`src/rtl/riscv_pkg.sv`:
```
// Shared constants and types for the RV32I core front end.
package riscv_pkg;

  localparam int XLEN = 32;
  localparam logic [XLEN-1:0] NOP_INSTR = 32'h0000_0013;  // addi x0, x0, 0

  typedef logic [1:0] fetch_state_t;
  localparam fetch_state_t IDLE = 2'd0;  // nothing outstanding
  localparam fetch_state_t WAIT = 2'd1;  // response wanted
  localparam fetch_state_t DROP = 2'd2;  // response will be discarded

  typedef struct packed {
    logic [XLEN-1:0] instr;
    logic [XLEN-1:0] pc;
  } fetch_entry_t;

endpackage

```
`src/rtl/if_id_reg.sv`:
```
// IF/ID pipeline register: flush beats stall, a pending skid entry beats
// a fresh memory word, and with nothing to load a bubble is inserted.
module if_id_reg
  import riscv_pkg::*;
(
  input  logic            clk,
  input  logic            rst,
  input  logic            i_flush,
  input  logic            i_stall,
  input  logic            i_load_skid,
  input  logic            i_load_mem,
  input  logic [XLEN-1:0] i_skid_instr,
  input  logic [XLEN-1:0] i_skid_pc,
  input  logic [XLEN-1:0] i_mem_instr,
  input  logic [XLEN-1:0] i_mem_pc,
  output logic [XLEN-1:0] o_instr,
  output logic [XLEN-1:0] o_pc,
  output logic [XLEN-1:0] o_pc_plus4,
  output logic            o_valid
);

  logic [XLEN-1:0] r_instr;
  logic [XLEN-1:0] r_pc;
  logic [XLEN-1:0] r_pc_plus4;
  logic            r_valid;

  // NOTE: non-blocking assignments keep every register sampling pre-edge
  // values, so ordering inside the block cannot create simulation races.
  always_ff @(posedge clk) begin
    if (rst) begin
      r_instr    <= NOP_INSTR;
      r_pc       <= '0;
      r_pc_plus4 <= '0;
      r_valid    <= 1'b0;
    end else if (i_flush) begin
      r_instr <= NOP_INSTR;
      r_valid <= 1'b0;
    end else if (!i_stall) begin
      if (i_load_skid) begin
        r_instr    <= i_skid_instr;
        r_pc       <= i_skid_pc;
        r_pc_plus4 <= i_skid_pc + 32'd4;
        r_valid    <= 1'b1;
      end else if (i_load_mem) begin
        r_instr    <= i_mem_instr;
        r_pc       <= i_mem_pc;
        r_pc_plus4 <= i_mem_pc + 32'd4;
        r_valid    <= 1'b1;
      end else begin
        r_instr <= NOP_INSTR;
        r_valid <= 1'b0;
      end
    end
  end

  assign o_instr    = r_instr;
  assign o_pc       = r_pc;
  assign o_pc_plus4 = r_pc_plus4;
  assign o_valid    = r_valid;

endmodule

```
`src/rtl/fetch_stage.sv`:
```
// Instruction fetch: PCF, one-outstanding imem FSM, 1-entry skid buffer
// for words that arrive while decode is stalled, and the IF/ID register.
module fetch_stage
  import riscv_pkg::*;
#(
  parameter logic [31:0] RESET_PC = 32'h0000_0000
) (
  input  logic        clk,
  input  logic        rst,
  input  logic        StallF,
  input  logic        StallD,
  input  logic        FlushD,
  input  logic        PCSrcE,
  input  logic [31:0] PCTargetE,
  output logic        imem_req,
  output logic [31:0] imem_addr,
  input  logic        imem_rvalid,
  input  logic [31:0] imem_rdata,
  output logic [31:0] InstrD,
  output logic [31:0] PCD,
  output logic [31:0] PCPlus4D,
  output logic        ValidD
);

  logic [XLEN-1:0] r_pcf;
  fetch_state_t    r_state;
  logic            r_skid_valid;
  fetch_entry_t    r_skid;

  logic [XLEN-1:0] w_pcf_plus4;
  logic            w_rsp_in_wait;
  logic            w_accept;
  logic            w_req;
  logic            w_skid_fill;
  logic            w_skid_drain;
  fetch_state_t    w_state_next;

  assign w_pcf_plus4   = r_pcf + 32'd4;
  assign w_rsp_in_wait = (r_state == WAIT) && imem_rvalid;
  // A response landing together with a redirect belongs to the old path.
  assign w_accept      = w_rsp_in_wait && !PCSrcE;

  assign w_req = !rst && !StallF && !PCSrcE && !r_skid_valid &&
                 ((r_state == IDLE) || (w_rsp_in_wait && !StallD));

  assign imem_req  = w_req;
  assign imem_addr = w_rsp_in_wait ? w_pcf_plus4 : r_pcf;

  assign w_skid_fill  = w_accept && (StallD || r_skid_valid);
  assign w_skid_drain = r_skid_valid && !FlushD && !StallD;

  // NOTE: default assignment first so every path drives w_state_next and
  // no latch is inferred.
  always_comb begin
    w_state_next = r_state;
    case (r_state)
      IDLE: if (w_req) w_state_next = WAIT;
      WAIT: begin
        if (PCSrcE)           w_state_next = imem_rvalid ? IDLE : DROP;
        else if (imem_rvalid) w_state_next = w_req ? WAIT : IDLE;
      end
      DROP: if (imem_rvalid) w_state_next = IDLE;
      default: w_state_next = IDLE;
    endcase
  end

  always_ff @(posedge clk) begin
    if (rst) begin
      r_pcf        <= RESET_PC;
      r_state      <= IDLE;
      r_skid_valid <= 1'b0;
    end else begin
      r_state <= w_state_next;

      if (PCSrcE)        r_pcf <= {PCTargetE[31:2], 2'b00};
      else if (w_accept) r_pcf <= w_pcf_plus4;

      if (PCSrcE)            r_skid_valid <= 1'b0;
      else if (w_skid_fill)  r_skid_valid <= 1'b1;
      else if (w_skid_drain) r_skid_valid <= 1'b0;
    end
  end

  // NOTE: skid payload is qualified by r_skid_valid, so it needs no reset.
  always_ff @(posedge clk) begin
    if (w_skid_fill) begin
      r_skid.instr <= imem_rdata;
      r_skid.pc    <= r_pcf;
    end
  end

  if_id_reg u_if_id_reg (
    .clk          (clk),
    .rst          (rst),
    .i_flush      (FlushD),
    .i_stall      (StallD),
    .i_load_skid  (r_skid_valid),
    .i_load_mem   (w_accept && !r_skid_valid),
    .i_skid_instr (r_skid.instr),
    .i_skid_pc    (r_skid.pc),
    .i_mem_instr  (imem_rdata),
    .i_mem_pc     (r_pcf),
    .o_instr      (InstrD),
    .o_pc         (PCD),
    .o_pc_plus4   (PCPlus4D),
    .o_valid      (ValidD)
  );

  a_no_rvalid_in_idle : assert property (
    @(posedge clk) disable iff (rst) !((r_state == IDLE) && imem_rvalid)
  );

endmodule

```
`config.mk`:
```
export PLATFORM = sky130hd
export DESIGN_NAME = fetch_stage
export DESIGN_NICKNAME = d
export VERILOG_FILES = /design/src/rtl/riscv_pkg.sv /design/src/rtl/if_id_reg.sv /design/src/rtl/fetch_stage.sv
export SDC_FILE = /design/constraint.sdc
export NUM_CORES = 1
export LEC_CHECK = 0
export ABC_AREA = 0
export BUFFER_PORTS_ARGS = -buffer_cell sky130_fd_sc_hd__buf_2
export CORE_ASPECT_RATIO = 0.9
export CORE_MARGIN = 2
export CORE_UTILIZATION = 51
export CTS_CLUSTER_DIAMETER = 100
export DETAILED_ROUTE_END_ITERATION = 10
export MAX_ROUTING_LAYER = met4
export PLACE_DENSITY_LB_ADDON = 0.12
export SLEW_MARGIN = 20
export SYNTH_ARGS = -nofsm -noshare
export SYNTH_HDL_FRONTEND = slang
export SYNTH_HIERARCHICAL = 1
export SYNTH_SLANG_ARGS = --single-unit
```
`constraint.sdc`:
```
create_clock -name clk -period 6.9 [get_ports clk]
set_input_delay 0.345 -clock clk [delete_from_list [all_inputs] [get_ports clk]]
set_output_delay 0.345 -clock clk [all_outputs]
set_load 0.01 [all_outputs]
```
* Word level (Yosys, flattened, before mapping)
Cells that the tools add are included.
Word-level totals: register bits 196, latch bits 0, bits in writable memories 0, ROM bits 0, bits of input ports 71, output and inout bits 130, word-level logic and storage cells 66, memories 0
Cells by class: $add $sub $neg 2, $mul 0, divide/modulo/power cells 0, magnitude comparators 0, eq/ne operators 5, shift operators 0, muxes and demuxes 20, bitwise operators 2, reductions and logical operators 27
Operators by type and width (count):
- $mux W32 | 9
- $add A32 B3 Y32 const B | 2
- $logic_and A1 B1 Y1 | 11
- $mux W2 | 5
- $logic_not A1 Y1 | 6
- $pmux W2 S3 | 1
- $reduce_and A3 Y1 | 2
- $reduce_bool A2 Y1 | 3
- $mux W1 | 5
- $ne A2 B2 Y1 const B | 2
- $reduce_or A2 Y1 | 2
- $ne A3 B3 Y1 const B | 1
- $eq A2 B1 Y1 const B | 1
- $eq A2 B2 Y1 const B | 1
- $logic_not A2 Y1 | 1
- $logic_or A1 B1 Y1 | 2
- $not A1 Y1 | 2

* Depth between registers and ports, before layout
word-level depth 9, mapped depth 12, mapped depth without buffers 7

* Hierarchy
The synthesis kept the hierarchy.
Modules (own cells, without submodules):
- if_id_reg | instances 1, cells an instance 602, area an instance 4908.5 um^2, sequential area each 1901.8 um^2
- fetch_stage | instances 1, cells an instance 326, area an instance 3972.6 um^2, sequential area each 2522.4 um^2

* Worst setup path after synthesis
Ideal clock, no wire load.
path type input-to-reg, start point in PCSrcE, end point reg r_skid[10] (netlist bit) (enable), library setup time 0.558 ns, arrival time 5.019 ns, required time 6.342 ns, slack 1.323 ns, stages 3, buffers on the path 2, path through clkbuf_1 buf_1 nor3_1
Between the ends: longest elaborated chain between the ends 3
Ends and longest elaborated chain:
- start: declaration | line fetch_stage.sv:13 | input logic PCSrcE,
- $logic_not A1 Y1 | line fetch_stage.sv:41 | assign w_accept = w_rsp_in_wait && !PCSrcE;
- $logic_and A1 B1 Y1 | line fetch_stage.sv:41
- $logic_and A1 B1 Y1 | line fetch_stage.sv:49 | assign w_skid_fill = w_accept && (StallD || r_skid_valid);
- via w_skid_fill | line fetch_stage.sv:34 | logic w_skid_fill;
- end: declaration | line fetch_stage.sv:28 | fetch_entry_t r_skid;
The timed path passes the listed nets, and every way through them passes these cells. A chain may end at the register's enable or synchronous reset.

* Final worst setup path
start point reg r_pcf[3], end point out imem_addr[30]
Between the ends: longest elaborated chain between the ends 2
Ends and longest elaborated chain:
- start: declaration | line fetch_stage.sv:25 | logic [XLEN-1:0] r_pcf;
- start signal: assignment | line fetch_stage.sv:75 | if (PCSrcE) r_pcf <= {PCTargetE[31:2], 2'b00};
- start signal: assignment | line fetch_stage.sv:76 | else if (w_accept) r_pcf <= w_pcf_plus4;
- $add A32 B3 Y32 | line fetch_stage.sv:38 | assign w_pcf_plus4 = r_pcf + 32'd4;
- $mux W32 | line fetch_stage.sv:47 | assign imem_addr = w_rsp_in_wait ? w_pcf_plus4 : r_pcf;
- end: declaration | line fetch_stage.sv:16 | output logic [31:0] imem_addr,
No other way between the ends.

==> results.toml <==
[run_status]
status = "finished clean"

[routing]
drt_iter0_drc = 651
wirelength_um = 23200
drtPass1Iterations = 5
viasPerCell = 5.792
vias = 7744
ant_nets = 0
wl_per_cell_um = 17.35
drc = 0

[clock_tree]
cts_buffers = 17
insertion_delay_ns = 0.43
clockBufferDepth = 2
cts_root_buf = "clkbuf_16"
clock_sinks = 190
cts_tree = "yes"
post_cts_buffers = 0
clk_pin_slew_worst_paths_ns = 0.07
ctsHoldBuffers = 0
cts_resized = 0
h-tree-depth = 4

[synth]
synth_area_leaders = "dfxtp_1 (29%), edfxtp_1 (21%), nor2_1 (5.2%), nand2_1 (3.0%), mux2i_1 (2.9%)"
yosys_register_bits = 190
yosys.cell_types.count = 74
syn_area_per_cell_um2 = 9.570
syn_area_um2 = 8881
synth_cells = 928
synth_top_area_share_pct = 28.85
seq_area_frac_synth_pct = 49.82
synth_top_cell_by_area = "dfxtp_1"
synth_common_cells = "dfxtp_1 (128), nor2_1 (122), nand2_1 (70), edfxtp_1 (62), a21oi_1 (51)"
synthArstFlopShare_pct = 0
yosysWarningCount = 6
synth.most_common_cell = "dfxtp_1"
synth_edf_count = 62
synth-main-ff-cell = "dfxtp_1"

[flow_run]
maxCapViolCount = 0

[setup_path]
critical_path_buf_inv_count = 1
startpoint = "r_pcf[3]"
cp_slowest_cell = "dfxtp_1"
startpoint_type = "register"
reg2reg_from = "r_skid_valid"
critPathTopFamily = "simple AND/OR/NAND/NOR gates"
worstPathArrival_ns = 2.99
crit_path_cell_trace = "ha_1 > and4b_1 > nand4_1 > o31a_1 > or2_2 > buf_2"
crit_required_ns = 6.55
crit_fanout = 16
cp-end-kind = "output port"
worstSetupPathType = "reg2out"
slowest_delay_ns = 0.61

[timing]
setup_violations = 0
fin_crit_ns = 3.336
fin_skew_ns = 0.01290
rsz0062_at_grt = "false"
tightest_slew_ns = 0.9719
tns_ns = 0
fin_crit_sh_pct = 48.35
timing.fmax_mhz = 299.8
final_hold_viol_count = 0
slew_violations = 0
slew_headroom_pct = 35.21

[power_and_ir_drop]
p_per_area_nw_per_um2 = 225.4
leakage_uw = 0.004011
peakVddDrop_uv = 168.1

[global_route]
grt_overflow = 0
grt_pass1_wl_um = 36020
grt_max_degree = 104
grt_antenna_before_repair = 0
grt_usage_pct = 25.48
grt_pass1_vias = 6736

[finish]
syn_to_final_growth_pct = 18.81
antennaDiodeCount = 0
nets = 1162
layout-drive-gt1-share_pct = 23.87
final_area_um2 = 10550
fillers = 1467

[floorplan]
die_w_um = 143.1
core_area_um2 = 16950
rows = 45
die_area_um2 = 18490
start_util_pct = 52.40
ioPinCount = 201
dieHeight_um = 129.2

[place]
dpl.hpwl_um = 15660
dpl_cell_area_um2 = 9942
gp_congestion = 0.8367
place.port_buffers = 196

[min_path]
hold_path.class = "in2reg"
min_from = "imem_rdata[24]"
layout by cell type, fill, tap and decap left out, types with 10 or more instances in the layout:
cell type / n
a211oi_1: 25
a21oi_1: 51
a22oi_1: 32
a311oi_1: 12
buf_2: 195
clkbuf_16: 17
dfxtp_1: 127
edfxtp_1: 62
mux2i_1: 26
nand2_1: 70
nand2b_1: 13
nand3_1: 31
nand3b_1: 21
nand4_1: 24
nor2_1: 122
nor3_1: 21
o21a_1: 11
o21ai_0: 24
o31ai_1: 10
or3_1: 10
or4_1: 11
xnor2_1: 15
metal layers:
metal	GRT usage (%)	up-vias	share of wire (%)
li1	-	3786	-
met2	33.86	297	41
met5	-	-	0
met1	40.28	3651	52
met3	4.656	10	6.5
met4	4.659	0	0.46
metrics by stage:
step | utilization, % | total power, µW | worst slack (ns) | std cells | hold WS (ns)
2_1_floorplan | - | 1309 | 1.323 | 933 | 0.4218
3_3_place_gp | 58.66 | 1378 | 3.732 | 1305 | 0.4393
3_5_place_dp | 58.66 | 1379 | 3.697 | 1305 | 0.4502
4_1_cts | 62.26 | 2391 | 3.555 | 1337 | 0.09105
5_1_grt | 62.26 | 2458 | 3.361 | 1337 | 0.09047
6_report | 62.26 | 2378 | 3.564 | 1337 | 0.1060
report_power, final:
| group | leakage, µW | internal [µW] | switching (µW) | total [µW] |
|---|---|---|---|---|
| Clock | 0.000293 | 579 | 442 | 1020 |
| Sequential | 0.00161 | 1170 | 33.7 | 1200 |
| Combinational | 0.00211 | 60.3 | 93.6 | 154 |
final timing paths:
check,endpoint,cells past startpoint,slack [ns]
min reg2reg,u_if_id_reg/o_pc_plus4[6],2,0.45
max,imem_addr[30],6,3.56
min,r_skid[56],1,0.11
max reg2reg,u_if_id_reg/o_pc_plus4[25],6,3.60
logic make-up (layout without fill, tap and decap cells):
group                    after synthesis  in the layout  share of synthesized area, %
AND/OR/NAND/NOR                      384            384                         22.43
AO/OA/AOI/OAI                        220            220                         17.40
flip-flops                           190            190                         49.82
buffers and inverters                 74            243                         3.818
multiplexers                          34             34                         3.945
XOR/XNOR                              23             23                         2.268
adder cells (fa/ha/maj)                2              2                        0.2817
other                                  1              6                       0.04222
state kept, by name (all words and copies together), names as in the netlist:
register / count
r_state: 2
r_skid: 62
r_skid_valid: 1
u_if_id_reg/o_valid: 1
u_if_id_reg/o_pc: 32
u_if_id_reg/o_instr: 32
u_if_id_reg/o_pc_plus4: 30
r_pcf: 30
cell type report:
class                   instances  area [µm²]  share of cell area [%]
flip-flops and latches        190        4428                   41.97
multi-input cells             669        4150                   39.33
repair buffers                204        1044                   9.890
clock buffers                  18       429.2                   4.067
well taps                     235       294.0                   2.787
clock inverters                14       180.2                   1.708
inverters                       7       26.28                  0.2490
No activity file was read; power rests on OpenSTA's default activity.
